File: config.mk
export PLATFORM = sky130hd
export DESIGN_NAME = jk_cmd_sequencer
export DESIGN_NICKNAME = d
export VERILOG_FILES = /design/src/rtl/jk_cmd_sequencer.sv
export SDC_FILE = /design/constraint.sdc
export NUM_CORES = 1
export LEC_CHECK = 0
export ABC_AREA = 1
export BUFFER_PORTS_ARGS = -buffer_cell sky130_fd_sc_hd__buf_2
export CAP_MARGIN = 20
export CORE_UTILIZATION = 61
export DETAILED_ROUTE_END_ITERATION = 10
export HOLD_SLACK_MARGIN = 0.03
export PLACE_DENSITY = 0.82
export SYNTH_ARGS = -nofsm -noshare
export SYNTH_HDL_FRONTEND = slang
export SYNTH_SLANG_ARGS = --single-unit
File: constraint.sdc
create_clock -name clk -period 3.6 [get_ports clk]
set_input_delay 0.9 -clock clk [delete_from_list [all_inputs] [get_ports clk]]
set_output_delay 0.9 -clock clk [all_outputs]
set_load 0.01 [all_outputs]
File: src/rtl/jk_cmd_sequencer.sv
// jk_cmd_sequencer
// Feeds j/k of a downstream negedge JK flip-flop from a small command FIFO.
// Each command {op, rep} drives j/k = op for rep+1 consecutive cycles.
// Back-to-back commands are played without a bubble.
// A shadow copy of the JK state (q_model) is kept and checked against the
// flip-flop's fed-back q; any disagreement latches a sticky err flag.
// j/k are registered on posedge, so they are stable when the JK stage samples
// them on the following negedge.
module jk_cmd_sequencer #(
    parameter int DEPTH = 4,
    parameter int CNT_W = 4
) (
    input  logic                     clk,
    input  logic                     rst,
    input  logic                     cmd_valid,
    output logic                     cmd_ready,
    input  logic [1:0]               cmd_op,
    input  logic [CNT_W-1:0]         cmd_rep,
    output logic                     j,
    output logic                     k,
    input  logic                     q_fb,
    output logic                     q_model,
    output logic                     busy,
    output logic [$clog2(DEPTH):0]   level,
    output logic                     err,
    input  logic                     err_clr
);

    localparam int PTR_W   = $clog2(DEPTH);
    localparam int ENTRY_W = 2 + CNT_W;
    localparam logic [PTR_W:0] FULL_LEVEL = (PTR_W + 1)'(DEPTH);

    typedef enum logic {
        ST_IDLE  = 1'b0,
        ST_ISSUE = 1'b1
    } state_t;

    // ------------------------------------------------------------------
    // Command FIFO
    // ------------------------------------------------------------------
    logic [ENTRY_W-1:0] fifo_mem [DEPTH];
    logic [PTR_W-1:0]   wr_ptr_q;
    logic [PTR_W-1:0]   rd_ptr_q;
    logic [PTR_W:0]     level_q;

    logic               push;
    logic               pop;
    logic               fifo_empty;
    logic [ENTRY_W-1:0] head_entry;
    logic [1:0]         head_op;
    logic [CNT_W-1:0]   head_rep;

    // Ready depends only on occupancy so the source never sees a
    // combinational path from the pop side.
    assign cmd_ready  = (level_q != FULL_LEVEL);
    assign push       = cmd_valid && cmd_ready;
    assign fifo_empty = (level_q == '0);

    // Head is read straight out of the array so a command pushed at edge E
    // can be issued at edge E+1.
    assign head_entry = fifo_mem[rd_ptr_q];
    assign head_op    = head_entry[ENTRY_W-1 -: 2];
    assign head_rep   = head_entry[CNT_W-1:0];

    // Storage write; contents need no reset because the pointers define validity.
    always_ff @(posedge clk) begin
        if (push) begin
            fifo_mem[wr_ptr_q] <= {cmd_op, cmd_rep};
        end
    end

    // Pointer and occupancy bookkeeping; pointers wrap naturally (DEPTH is 2^n).
    always_ff @(posedge clk) begin
        if (rst) begin
            wr_ptr_q <= '0;
            rd_ptr_q <= '0;
            level_q  <= '0;
        end else begin
            if (push) begin
                wr_ptr_q <= wr_ptr_q + 1'b1;
            end
            if (pop) begin
                rd_ptr_q <= rd_ptr_q + 1'b1;
            end
            case ({push, pop})
                2'b10:   level_q <= level_q + 1'b1;
                2'b01:   level_q <= level_q - 1'b1;
                default: level_q <= level_q;
            endcase
        end
    end

    // ------------------------------------------------------------------
    // Issue FSM
    // ------------------------------------------------------------------
    state_t           state_q;
    state_t           state_d;
    logic             j_q;
    logic             j_d;
    logic             k_q;
    logic             k_d;
    logic [CNT_W-1:0] cnt_q;
    logic [CNT_W-1:0] cnt_d;

    // State register for the issue sequencer and the j/k drive.
    always_ff @(posedge clk) begin
        if (rst) begin
            state_q <= ST_IDLE;
            j_q     <= 1'b0;
            k_q     <= 1'b0;
            cnt_q   <= '0;
        end else begin
            state_q <= state_d;
            j_q     <= j_d;
            k_q     <= k_d;
            cnt_q   <= cnt_d;
        end
    end

    // Next-state: load from the FIFO head, count down remaining repeats,
    // and chain into the next command without an idle cycle.
    always_comb begin
        state_d = state_q;
        j_d     = j_q;
        k_d     = k_q;
        cnt_d   = cnt_q;
        pop     = 1'b0;
        case (state_q)
            ST_IDLE: begin
                j_d = 1'b0;
                k_d = 1'b0;
                if (!fifo_empty) begin
                    pop        = 1'b1;
                    {j_d, k_d} = head_op;
                    cnt_d      = head_rep;
                    state_d    = ST_ISSUE;
                end
            end
            ST_ISSUE: begin
                if (cnt_q != '0) begin
                    cnt_d = cnt_q - 1'b1;
                end else if (!fifo_empty) begin
                    pop        = 1'b1;
                    {j_d, k_d} = head_op;
                    cnt_d      = head_rep;
                end else begin
                    j_d     = 1'b0;
                    k_d     = 1'b0;
                    state_d = ST_IDLE;
                end
            end
            default: begin
                j_d     = 1'b0;
                k_d     = 1'b0;
                state_d = ST_IDLE;
            end
        endcase
    end

    // ------------------------------------------------------------------
    // Shadow JK model and consistency check
    // ------------------------------------------------------------------
    logic q_model_q;
    logic q_model_d;
    logic err_q;
    logic err_d;
    logic chk_en_q;
    logic mismatch;

    // JK truth table applied to the j/k that were on the wires during the
    // cycle that just ended.
    always_comb begin
        q_model_d = q_model_q;
        case ({j_q, k_q})
            2'b00:   q_model_d = q_model_q;
            2'b01:   q_model_d = 1'b0;
            2'b10:   q_model_d = 1'b1;
            default: q_model_d = ~q_model_q;
        endcase
    end

    // The JK stage has already acted on those j/k at the mid-cycle negedge,
    // so its q at this posedge is compared with the freshly predicted state.
    // The first edge after reset is skipped while the JK stage leaves reset.
    // A mismatch takes priority over err_clr.
    always_comb begin
        mismatch = chk_en_q && (q_fb != q_model_d);
        err_d    = err_q;
        if (mismatch) begin
            err_d = 1'b1;
        end else if (err_clr) begin
            err_d = 1'b0;
        end
    end

    // Shadow state, sticky error and check-enable registers.
    always_ff @(posedge clk) begin
        if (rst) begin
            q_model_q <= 1'b0;
            err_q     <= 1'b0;
            chk_en_q  <= 1'b0;
        end else begin
            q_model_q <= q_model_d;
            err_q     <= err_d;
            chk_en_q  <= 1'b1;
        end
    end

    assign j       = j_q;
    assign k       = k_q;
    assign q_model = q_model_q;
    assign err     = err_q;
    assign level   = level_q;
    assign busy    = (state_q == ST_ISSUE) || (level_q != '0);

endmodule

---- Word-level counts from Yosys, hierarchy flattened ----
Memory sizes are Yosys's and may differ from the RTL's. A register that Yosys moved wholly into a read port is not among the register bits.
Cells that the tools add are included.
cells by class
  reduce and logical (&&, ||, !) cells .... 9
  bitwise gates (word level) .............. 2
  $add $sub $neg .......................... 5
  equal/unequal tests ..................... 7
  mux-type cells .......................... 23
operator list
  cell                                                                    number
  1-bit 2-to-1 mux                                                        12
  4-bit 2-to-1 mux                                                        2
  1-bit case mux with 2 select lines                                      4
  4-bit case mux with 2 select lines                                      1
  3-bit case mux with 2 select lines                                      1
  2-bit by 1-bit adder with 2-bit output (second input constant)          2
  2-bit by 1-bit equality test with 1-bit output (second input constant)  2
  2-bit equality test (second input constant)                             2
  2-bit 2-to-1 mux                                                        2
  2-bit nonzero test                                                      2
  4-bit nonzero test                                                      1
  4-bit by 1-bit subtractor with 4-bit output (second input constant)     1
  3-bit by 1-bit adder with 3-bit output (second input constant)          1
  3-bit zero test                                                         1
  3-bit inequality test (second input constant)                           1
  1-bit case mux with 3 select lines                                      1
  3-bit nonzero test                                                      1
  3-bit by 1-bit subtractor with 3-bit output (second input constant)     1
  1-bit logical AND                                                       2
  2-bit zero test                                                         1
  2-bit inequality test (second input constant)                           1
  1-bit inverter                                                          2
  1-bit logical OR                                                        1
  1-bit inequality test                                                   1
storage, ports and cells
  output and inout port bits .............. 9
  memories kept ........................... 1
  register bits after elaboration ......... 17
  RAM bits ................................ 24
  input bits .............................. 11
  logic and storage cells ................. 57
memory list
  memory    words  width  rd ports  clocked after memory_dff  write ports  RTL line  source
  fifo_mem  4      6      1         1                         1            41        logic [ENTRY_W-1:0] fifo_mem [DEPTH];

---- Depth between registers and ports, before layout ----
  word-level depth ........................ 6
  mapped depth ............................ 12

---- Worst setup path before layout ----
Ideal clock, no wire load.
  path kind ............................... in2reg
  from .................................... input port cmd_valid
  to ...................................... register level_q[2], in the netlist level[2]
  library setup time ...................... 119 ps
  stages .................................. 8
  arrival time ............................ 1941 ps
  setup slack ............................. 1540 ps
  cells stage by stage .................... nand2_2 ha_1 inv_1 fa_1 nand2_1 nand3_1 o21ai_0 a21oi_1
between the ends
  cells in the longest elaborated chain, start to end .. 3
  elaborated cells on any way between the ends .. 5
  classes of those cells .................. eq/ne (2); mux (1); reduce/logical (2)
RTL lines
  item                                                                                   RTL line  source
  from (decl)                                                                            15        input logic cmd_valid,
  1-bit logical AND (*)                                                                  56        assign push = cmd_valid && cmd_ready;
  2-bit by 1-bit equality test with 1-bit output or 2-bit equality test (tied branches)  85        case ({push, pop})
  3-bit case mux with 2 select lines or 2-bit nonzero test (tied branches)               --
  to (signal assigned)                                                                   86        2'b10: level_q <= level_q + 1'b1;
  to (signal assigned)                                                                   87        2'b01: level_q <= level_q - 1'b1;
  to (signal assigned)                                                                   88        default: level_q <= level_q;
  to (decl)                                                                              44        logic [PTR_W:0] level_q;
Every way passes the cells marked *; elsewhere a longest branch is shown, timed or not.
A chain may end at the register's enable or synchronous reset.

---- Final worst setup path ----
  from .................................... register cnt_q[0]
  to ...................................... register level_q[2], in the netlist level[2]
between the ends
  cells in the longest elaborated chain, start to end .. 5
  elaborated cells on any way between the ends .. 7
  classes of those cells .................. eq/ne (2); mux (3); reduce/logical (2)
RTL lines
  item                                                                                   RTL line  source
  from (decl)                                                                            102       logic [CNT_W-1:0] cnt_q;
  from (signal assigned)                                                                 116       cnt_q <= cnt_d;
  4-bit nonzero test (*)                                                                 140       if (cnt_q != '0) begin
  1-bit 2-to-1 mux (*)                                                                   140
  1-bit case mux with 2 select lines (*)                                                 128       case (state_q)
  via pop                                                                                47        logic pop;
  2-bit by 1-bit equality test with 1-bit output or 2-bit equality test (tied branches)  85
  3-bit case mux with 2 select lines or 2-bit nonzero test (tied branches)               --
The timed path passes the listed nets; every way through them passes the cells marked *.

==> results.cfg <==
[sta]
maxSlewViolCount = 0
setup_viol = 0
period_share_pct = 62.7
fin_worst_skew_ps = 9.57
fmax_ghz = 0.443
slew_headroom_pct = 59.3
tns_ps = 0
finalHoldViolCount = 0
hold_slack_ps = 471
timing.final.crit_period_ps = 2260
finalWorstSetupSlack_ps = 1340
worst_pin_slew_ps = 608
rsz0062_at_grt = false

[setup_path]
cp-end-kind = flip-flop
cp.arrival_ps = 2500
startpoint_type = flip-flop
required_ps = 3840
cp_max_fo = 5
critPathKind = flip-flop to flip-flop

[die]
dieWidth_um = 58.0
fp.dieH_um = 58.0
core_um2 = 2880
initial_core_util_pct = 66.6
ios = 20
dieArea_um2 = 3370
rows = 19

[power_and_ir_drop]
comb_power_share_pct = 42.1
pwr-share-seq_pct = 44.2
p_int_uw = 934
p_per_area_nw_per_um2 = 762
p_leak_nw = 0.929
p_sw_share_pct = 41.5
max-vdd-ir-drop_mv = 0.619
switchingPower_uw = 664
pwr-share-clk_pct = 13.7
finalPower_mw = 1.60

[global_route]
antenna_found_initial = 0
grt-ovfl-total = 0
grt_usage_pct = 24.0
grt_pass1_vias = 1440
grt_start_max_net_pins = 15
grt_pass1_wl_mm = 5.97

[detailed_routing]
ant_nets = 0
via_count = 1423
drc_errors = 0
wl_mm = 3.61
wl_per_cell_um = 13.3
drt_iter0_drc = 69
first_pass_iters = 5
vias_per_cell = 5.25

[placement]
pre_cts_slack_ps = 1290
place_area_um2 = 2050
port_buffers = 19
gp_congestion = 0.806
place_inst = 263
hpwl_mm = 2.62

[clock_tree]
cts_tree = done
clk_latency_ps = 350
cts-root-buf = clkbuf_4
ctsHoldBuffers = 0
path_clk_slew_ps = 120
cts_resized = 0
clock_sinks = 43
h-tree-depth = 2
cts_setup_buffers = 0
cts_buffer_depth = 2
cts_buffers = 5

[synthesis]
synth_top_family_by_area = simple AND/OR/NAND/NOR gates
synthMuxAreaShare_pct = 0
synth_warnings = 0
synth_seq_area_share_pct = 57.5
ys_ff_latch = 43
synthXorXnorAreaFrac_pct = 0.457
syn_area_um2 = 1920
synth.avg_cell_area_um2 = 9.34
async_reset_ff_share_pct = 0
syn_nets = 224
synth_edf_count = 24
ys.flop_type = edfxtp_1
synth_cell_types = 24
synth-simple-area-share_pct = 21.8
synth-adder-area-share_pct = 5.62
synth-compound-area-share_pct = 7.18
synth_cells = 205

[finish]
antenna_cells = 0
fin_util_pct = 72.9
drive_above_1_share_pct = 15.7
num-fill-cells = 229
nNetsFinal = 247
layout.area.seq_um2 = 1100
multiInputGateArea_um2 = 672
design_area_um2 = 2100
stdcell_count = 271
area_delta_synth_final_pct = 9.47

[hold_path]
hp-class = flip-flop to flip-flop

[flow_run]
drv_cap = 0

[run_status]
status = complete, no violations
## registers in the layout, indices dropped and copies added (netlist names), 2 cells and up, named ones only
| register | count |
|---|---|
| level | 3 |
| rd_ptr_q | 2 |
| fifo_mem | 24 |
| cnt_q | 4 |
| wr_ptr_q | 2 |
## final timing paths
path,from,endpoint,slack (ps),cells after the start
max,cnt_q[0],level[2],1340,11
min,chk_en_q,err,470,2
max reg2reg,cnt_q[0],level[2],1340,11
min reg2reg,chk_en_q,err,470,2
## cell usage after synthesis (2+ instances only)
library cell | instances | area, um^2
nand2_4 | 2 | 22.5
o211ai_1 | 2 | 15.0
o21ai_1 | 2 | 10.0
edfxtp_1 | 24 | 721
dfxtp_1 | 19 | 380
buf_2 | 3 | 15.0
nand2_1 | 40 | 150
nand3_1 | 21 | 105
inv_1 | 32 | 120
nor2_1 | 22 | 82.6
o21ai_0 | 7 | 35.0
ha_1 | 7 | 87.6
a21oi_1 | 12 | 60.1
inv_2 | 2 | 7.51
## power by group through the flow
stage                     logic, mW  registers (mW)  clock network [mW]
final                         0.673           0.706               0.218
after CTS                     0.675           0.706               0.217
after global placement        0.620           0.710                   0
after global routing          0.765           0.718               0.240
after floorplan               0.500           0.703                   0
after detailed placement      0.660           0.717                   0
## placed cells by master (no fill, tap or decap), drive strengths merged
master  netlist  routed
nand2        43      43
inv          34      34
edfxtp       24      24
nor2         24      24
nand3        23      23
dfxtp        19      19
buf           3      19
a21oi        13      13
o21ai        10      10
ha            7       7
clkbuf        0       6
o211ai        2       2
clkinv        0       2
or2           1       1
xnor2         1       1
fa            1       1
## critical path: stages, from the launching register on
cell,delay [ps]
dfxtp_1,330
inv_1,130
ha_1,230
nand3_4,120
a21oi_2,240
ha_1,210
inv_1,70
fa_1,390
nand2_1,90
nand3_1,90
o21ai_0,190
a21oi_1,60
## layer usage
layer  part of all wire [%]  GRT usage [%]  vias to the layer above
met1                     42           25.7                      679
met2                     52           44.2                       35
met4                    1.0           8.16                        0
li1                       -              -                      705
met5                      0              0                        -
met3                    4.2           7.81                        4
## cell families after synthesis
group           count (synthesis)
flops                          43
simple gates                   91
buf+inv                        37
compound gates                 25
xor+xnor                        1
fa+ha+maj                       8
## layout make-up
| type | instances | area share (%) |
|---|---|---|
| Timing Repair Buffer | 19 | 4.53 |
| Inverter | 34 | 6.09 |
| Tap cell | 42 | 2.51 |
| Clock inverter | 2 | 0.358 |
| Sequential cell | 43 | 52.5 |
| Clock buffer | 6 | 1.97 |
| Multi-Input combinational cell | 125 | 32.0 |
No activity file was read; power rests on OpenSTA's default activity.
